--- src/rtl/icache_pkg.sv ---
`default_nettype none
// ============================================================================
//  Module      : icache_pkg
//  Description : Shared types and helpers for the direct-mapped instruction
//                cache: FSM state encoding, field-width helpers and
//                address-field extraction functions.
//  Revision    : 1.0 - initial release
// ============================================================================
package icache_pkg;

    localparam int C_ADDR_W = 32;
    localparam int C_DATA_W = 32;

    typedef enum logic [1:0] {
        IDLE   = 2'd0,
        REFILL = 2'd1,
        COMMIT = 2'd2
    } icache_state_t;

    // Field widths derived from the cache geometry.
    function automatic int icache_wb(input int words_per_line);
        return $clog2(words_per_line);
    endfunction

    function automatic int icache_ib(input int lines);
        return $clog2(lines);
    endfunction

    function automatic int icache_tb(input int lines, input int words_per_line);
        return C_ADDR_W - 2 - $clog2(words_per_line) - $clog2(lines);
    endfunction

    function automatic logic [C_ADDR_W-1:0] field_mask(input int width);
        if (width >= C_ADDR_W)
            return '1;
        return (32'd1 << width) - 32'd1;
    endfunction

    // Extraction helpers return a full-width value; callers size-cast the
    // result down to the field width they need.
    function automatic logic [C_ADDR_W-1:0] addr_word(input logic [C_ADDR_W-1:0] a,
                                                     input int wb);
        return (a >> 2) & field_mask(wb);
    endfunction

    function automatic logic [C_ADDR_W-1:0] addr_index(input logic [C_ADDR_W-1:0] a,
                                                      input int wb, input int ib);
        return (a >> (2 + wb)) & field_mask(ib);
    endfunction

    function automatic logic [C_ADDR_W-1:0] addr_tag(input logic [C_ADDR_W-1:0] a,
                                                    input int wb, input int ib);
        return a >> (2 + wb + ib);
    endfunction

endpackage
`default_nettype wire

--- src/rtl/icache_data_array.sv ---
`default_nettype none
// ============================================================================
//  Module      : icache_data_array
//  Description : LINES x WORDS_PER_LINE x 32-bit instruction storage.
//                One synchronous write port, one combinational read port.
//                Contents are not reset.
//  Ports       : clk                       - clock
//                i_we/i_wr_line/i_wr_word  - write enable and location
//                i_wr_data                 - write data
//                i_rd_line/i_rd_word       - read location
//                o_rd_data                 - read data (combinational)
//  Revision    : 1.0 - initial release
// ============================================================================
module icache_data_array
    import icache_pkg::*;
#(
    parameter int LINES          = 16,
    parameter int WORDS_PER_LINE = 4
) (
    input  logic                              clk,
    input  logic                              i_we,
    input  logic [icache_ib(LINES)-1:0]       i_wr_line,
    input  logic [icache_wb(WORDS_PER_LINE)-1:0] i_wr_word,
    input  logic [C_DATA_W-1:0]               i_wr_data,
    input  logic [icache_ib(LINES)-1:0]       i_rd_line,
    input  logic [icache_wb(WORDS_PER_LINE)-1:0] i_rd_word,
    output logic [C_DATA_W-1:0]               o_rd_data
);

    localparam int DEPTH = LINES * WORDS_PER_LINE;

    logic [C_DATA_W-1:0] r_mem [DEPTH];

    // Geometry is power-of-two, so {line, word} is a dense flat address.
    always_ff @(posedge clk) begin
        if (i_we) begin
            r_mem[{i_wr_line, i_wr_word}] <= i_wr_data;
        end
    end

    assign o_rd_data = r_mem[{i_rd_line, i_rd_word}];

endmodule
`default_nettype wire

--- src/rtl/icache.sv ---
`default_nettype none
// ============================================================================
//  Module      : icache
//  Description : Direct-mapped read-only instruction cache. Combinational
//                lookup in IDLE; a miss refills the whole line word-serially
//                (word 0 first) over a req/ack handshake, then a COMMIT cycle
//                writes the tag and valid bit. flush invalidates all lines and
//                poisons any in-flight refill.
//  Ports       : clk, rst (sync, active-high)
//                addr       - fetch PC          instr      - word at addr
//                imem_stall - miss/refill busy  flush      - invalidate all
//                mem_req/mem_addr               - refill request and address
//                mem_rdata/mem_ack              - refill data and beat strobe
//  Revision    : 1.0 - initial release
// ============================================================================
module icache
    import icache_pkg::*;
#(
    parameter int LINES          = 16,
    parameter int WORDS_PER_LINE = 4
) (
    input  logic        clk,
    input  logic        rst,
    input  logic [31:0] addr,
    output logic [31:0] instr,
    output logic        imem_stall,
    input  logic        flush,
    output logic        mem_req,
    output logic [31:0] mem_addr,
    input  logic [31:0] mem_rdata,
    input  logic        mem_ack
);

    localparam int WB = icache_wb(WORDS_PER_LINE);
    localparam int IB = icache_ib(LINES);
    localparam int TB = icache_tb(LINES, WORDS_PER_LINE);

    localparam logic [WB-1:0] C_LAST_BEAT = WB'(WORDS_PER_LINE - 1);

    // ------------------------------------------------------------------
    // Address split for the current fetch
    // ------------------------------------------------------------------
    logic [WB-1:0] w_word;
    logic [IB-1:0] w_index;
    logic [TB-1:0] w_tag;

    assign w_word  = WB'(addr_word(addr, WB));
    assign w_index = IB'(addr_index(addr, WB, IB));
    assign w_tag   = TB'(addr_tag(addr, WB, IB));

    // ------------------------------------------------------------------
    // State
    // ------------------------------------------------------------------
    icache_state_t r_state;
    icache_state_t w_next;

    logic [LINES-1:0] r_valid;
    logic [TB-1:0]    r_tag_arr [LINES];
    logic [TB-1:0]    r_rtag;
    logic [IB-1:0]    r_rindex;
    logic [WB-1:0]    r_beat;
    logic             r_poison;

    logic             w_hit;
    logic             w_data_we;

    assign w_hit = r_valid[w_index] && (r_tag_arr[w_index] == w_tag);

    // ------------------------------------------------------------------
    // FSM: state register
    // ------------------------------------------------------------------
    always_ff @(posedge clk) begin
        if (rst) begin
            r_state <= IDLE;
        end else begin
            r_state <= w_next;
        end
    end

    // ------------------------------------------------------------------
    // FSM: next state and outputs
    // ------------------------------------------------------------------
    always_comb begin
        w_next     = r_state;
        imem_stall = 1'b1;
        w_data_we  = 1'b0;
        case (r_state)
            IDLE: begin
                imem_stall = ~w_hit;
                if (!flush && !w_hit) begin
                    w_next = REFILL;
                end
            end
            REFILL: begin
                // Gate with rst so a beat landing on the reset edge is dropped.
                w_data_we = mem_ack & ~rst;
                if (mem_ack && (r_beat == C_LAST_BEAT)) begin
                    w_next = COMMIT;
                end
            end
            COMMIT: begin
                w_next = IDLE;
            end
            default: begin
                w_next = IDLE;
            end
        endcase
    end

    // ------------------------------------------------------------------
    // Control datapath: valid bits, beat counter, memory request
    // ------------------------------------------------------------------
    always_ff @(posedge clk) begin
        if (rst) begin
            r_valid  <= '0;
            mem_req  <= 1'b0;
            mem_addr <= '0;
            r_beat   <= '0;
            r_poison <= 1'b0;
        end else begin
            case (r_state)
                IDLE: begin
                    if (flush) begin
                        r_valid <= '0;
                    end else if (!w_hit) begin
                        r_beat   <= '0;
                        mem_req  <= 1'b1;
                        mem_addr <= {w_tag, w_index, {WB{1'b0}}, 2'b00};
                    end
                end
                REFILL: begin
                    // The refill still runs to completion after a flush; only
                    // its final valid-bit update is suppressed.
                    if (flush) begin
                        r_valid  <= '0;
                        r_poison <= 1'b1;
                    end
                    if (mem_ack) begin
                        r_beat   <= r_beat + WB'(1);
                        mem_addr <= mem_addr + 32'd4;
                        if (r_beat == C_LAST_BEAT) begin
                            mem_req <= 1'b0;
                        end
                    end
                end
                COMMIT: begin
                    if (flush) begin
                        r_valid <= '0;
                    end else if (!r_poison) begin
                        r_valid[r_rindex] <= 1'b1;
                    end
                    r_poison <= 1'b0;
                end
                default: begin
                end
            endcase
        end
    end

    // ------------------------------------------------------------------
    // Tag storage and refill target capture (not reset)
    // ------------------------------------------------------------------
    always_ff @(posedge clk) begin
        if ((r_state == IDLE) && !flush && !w_hit) begin
            r_rtag   <= w_tag;
            r_rindex <= w_index;
        end
        if (r_state == COMMIT) begin
            r_tag_arr[r_rindex] <= r_rtag;
        end
    end

    // ------------------------------------------------------------------
    // Data storage
    // ------------------------------------------------------------------
    icache_data_array #(
        .LINES          (LINES),
        .WORDS_PER_LINE (WORDS_PER_LINE)
    ) u_data_array (
        .clk       (clk),
        .i_we      (w_data_we),
        .i_wr_line (r_rindex),
        .i_wr_word (r_beat),
        .i_wr_data (mem_rdata),
        .i_rd_line (w_index),
        .i_rd_word (w_word),
        .o_rd_data (instr)
    );

endmodule
`default_nettype wire

--- config.mk ---
export PLATFORM = sky130hd
export DESIGN_NAME = icache
export DESIGN_NICKNAME = d
export VERILOG_FILES = /design/src/rtl/icache_pkg.sv /design/src/rtl/icache_data_array.sv /design/src/rtl/icache.sv
export SDC_FILE = /design/constraint.sdc
export NUM_CORES = 2
export LEC_CHECK = 0
export ABC_CLOCK_PERIOD_IN_PS = 8710
export CELL_PAD_IN_SITES_DETAIL_PLACEMENT = 1
export CELL_PAD_IN_SITES_GLOBAL_PLACEMENT = 2
export CORE_MARGIN = 2
export CORE_UTILIZATION = 55
export DETAILED_ROUTE_END_ITERATION = 16
export PLACE_DENSITY = 0.82
export SETUP_SLACK_MARGIN = 0.3
export SYNTH_ARGS = -nofsm -noshare
export SYNTH_HDL_FRONTEND = slang
export SYNTH_SLANG_ARGS = --single-unit
--- constraint.sdc ---
create_clock -name clk -period 8.71 [get_ports clk]
set_clock_uncertainty 0.15 [all_clocks]
set_input_delay 0.871 -clock clk [delete_from_list [all_inputs] [get_ports clk]]
set_output_delay 0.871 -clock clk [all_outputs]
set_load 0.01 [all_outputs]
==> results.cfg <==
[sta]
finalSetupViolations = 0
worstMarginPinSlew_ns = 1.26
drv_slew = 0
min_period_ns = 6.33
fin_tns_setup_ns = 0
finalHoldViolCount = 0
max_slew_margin_pct = 15.7
rsz0062_at_grt = no
period_share_pct = 72.7
hold-worst-slack_ns = 0.326
timing.fmax_ghz = 0.158

[synthesis]
synth_ff_type = edfxtp_1
post-synth-top-count-cell = edfxtp_1
syn_inst = 4066
synth-edff-count = 2460
synthDistinctLibCells = 65
synthTopCellsByCount = 2,460 x edfxtp_1, 750 x mux4_2, 152 x clkbuf_1, 128 x nor2_1, 66 x mux2i_1
yosysWarnings = 0
synth_largest_area_cell = edfxtp_1
syn_area_sq_um = 96500
netlist.area_leader.share_pct = 76.5
async_flop_share_pct = 0
ys_top_cells_by_area = edfxtp_1 77%, mux4_2 17%, dfxtp_1 1.1%
avgSynthCellArea_sq_um = 23.7
ys_seq_area_share_pct = 77.6
ys_seq_elements = 2512

[grt]
grt_max_degree = 136
grt_antenna_before_repair = 21
grt_pass1_vias = 48200
grt_pass1_wl_um = 361000
grtUsageTotal_pct = 28.8
grt.overflow.total = 0

[critical_path]
crit_fanout = 51
start_kind = input pin
cp-end-kind = output pin
critPathKind = in2out
worst_ep_required_time_ns = 7.69
crit_arrival_ns = 5.31

[clock_network]
clk_pin_slew_ns = 0.06
hold_buffers = 0
cts-htree-levels = 4
numCtsBuffers = 237
clock_latency_ns = 0.90
clkSinkCount = 2512
clk_root_buffer_cell = clkbuf_16
post_cts_buffers = 0
post_cts_resized = 0
cts_tree = yes
cts_buffer_depth = 3

[min_path]
hold_path_class = reg2reg

[job]
drv_cap = 0

[placed_design]
dp_hpwl_um = 130000
placement.io_buffers = 129
gp_congestion = 0.825

[detailed_routing]
route.detailed.drc = 0
dr.pass1.iters = 6
num_vias = 46300
via_per_inst = 6.74
routed_wl_um = 254000
wl_per_cell_um = 37.0
drt_iter0_drc = 6193
drtAntennaViolNets = 0

[die]
dieArea_sq_um = 179000
rows = 153
core_area_sq_um = 174000
io_pins = 134
die_h_um = 423
start_util_pct = 55.4
die_width_um = 423

[final_layout]
antenna_cells = 0
fillCellCount = 13800
syn2layout_area_growth_pct = 13.4
layout.nets = 4402
drive_above_1_share_pct = 30.2

[power]
ir_worst_vdd_uv = 232
p_leak_nw = 33.8
powerDensity_nw_per_um2 = 234

[run_status]
status = completed
==> metal layers <==
metal	vias up	share of wire, %	global-route usage (%)
met5	-	0.013	0
met2	2798	49	45.7
met1	25000	39	41.6
li1	18000	-	-
met3	448	8.8	4.86
met4	6	3.2	9.05
==> layout by cell type (no fill, tap or decap), types with 15 or more instances in the layout <==
cell type	synthesis	layout
edfxtp_1	2460	2460
mux4_2	750	750
clkbuf_16	0	237
buf_4	8	102
clkdlybuf4s50_1	0	91
nor2_4	0	80
mux2i_1	66	66
nand2_1	60	60
dfxtp_1	52	52
clkinv_1	1	51
clkinv_2	0	50
nor2_1	128	48
bufinv_16	0	48
nand3_1	36	36
a21oi_1	34	34
clkbuf_1	152	32
buf_2	31	32
xor2_1	30	30
xnor2_1	26	26
o21ai_0	18	18
o31ai_1	18	18
clkinvlp_4	0	15
==> where the power goes <==
part / switching [mW] / internal, mW
Sequential: 0.0546 / 13.3
Combinational: 0.724 / 0.510
Clock: 4.57 / 6.41
==> worst max-delay path, stage by stage <==
cell             delay, ns
buf_8                 0.55
buf_4                 0.91
mux4_2                0.61
mux4_2                0.51
xnor2_1               0.19
or4b_1                0.46
o21bai_1              0.23
nor2_1                0.18
nand3_1               0.16
clkdlybuf4s50_1       0.53
==> registers in the layout, summed over array words and instances (netlist names), 2 cells and up <==
register            cells
mem_addr               30
r_tag_arr             384
r_rindex                4
r_state                 2
r_beat                  2
r_valid                16
u_data_array.r_mem   2048
r_rtag                 24
==> through the flow <==
step | instances | power (mW) | setup WS, ns | utilization (%) | instance area, sq um
CTS | 6864 | 25.7 | 2.32 | 62.9 | 109000
global placement | 6418 | 14.8 | 2.28 | 58.1 | 101000
floorplan | 4067 | 14.3 | 3.93 | - | 96600
global route | 6864 | 26.1 | 2.13 | 62.9 | 109000
detailed placement | 6418 | 14.8 | 2.28 | 58.1 | 101000
finish | 6864 | 25.6 | 2.38 | 62.9 | 109000
==> final cells by class <==
cell class	instances	area, sq um	area share [%]
repair buffers	239	2080	1.90
clock buffers	269	6050	5.53
well taps	2325	2910	2.66
flip-flops and latches	2512	74900	68.4
clock inverters	177	2230	2.04
inverters	5	18.8	0.0171
multi-input cells	1337	21300	19.4
==> worst paths after layout <==
check,from,endpoint,slack (ns),cells past startpoint
max,addr[4],imem_stall,2.38,10
min,r_valid[7],r_valid[7],0.33,2
max reg2reg,r_state[0],u_data_array.r_mem[20][0],3.23,6
min reg2reg,r_valid[7],r_valid[7],0.33,2
==> kinds of logic (layout without fill, tap and decap cells) <==
family / Yosys count / count (layout) / share of synthesized area, %
compound gates: 128 / 128 / 0.925
buf+inv: 218 / 690 / 0.989
mux: 832 / 832 / 18.4
simple gates: 317 / 317 / 1.55
fa+ha+maj: 2 / 2 / 0.0259
xor+xnor: 56 / 56 / 0.508
other cells: 1 / 2 / 0.00388
flops: 2512 / 2512 / 77.6
(Power assumes the default switching activity.)
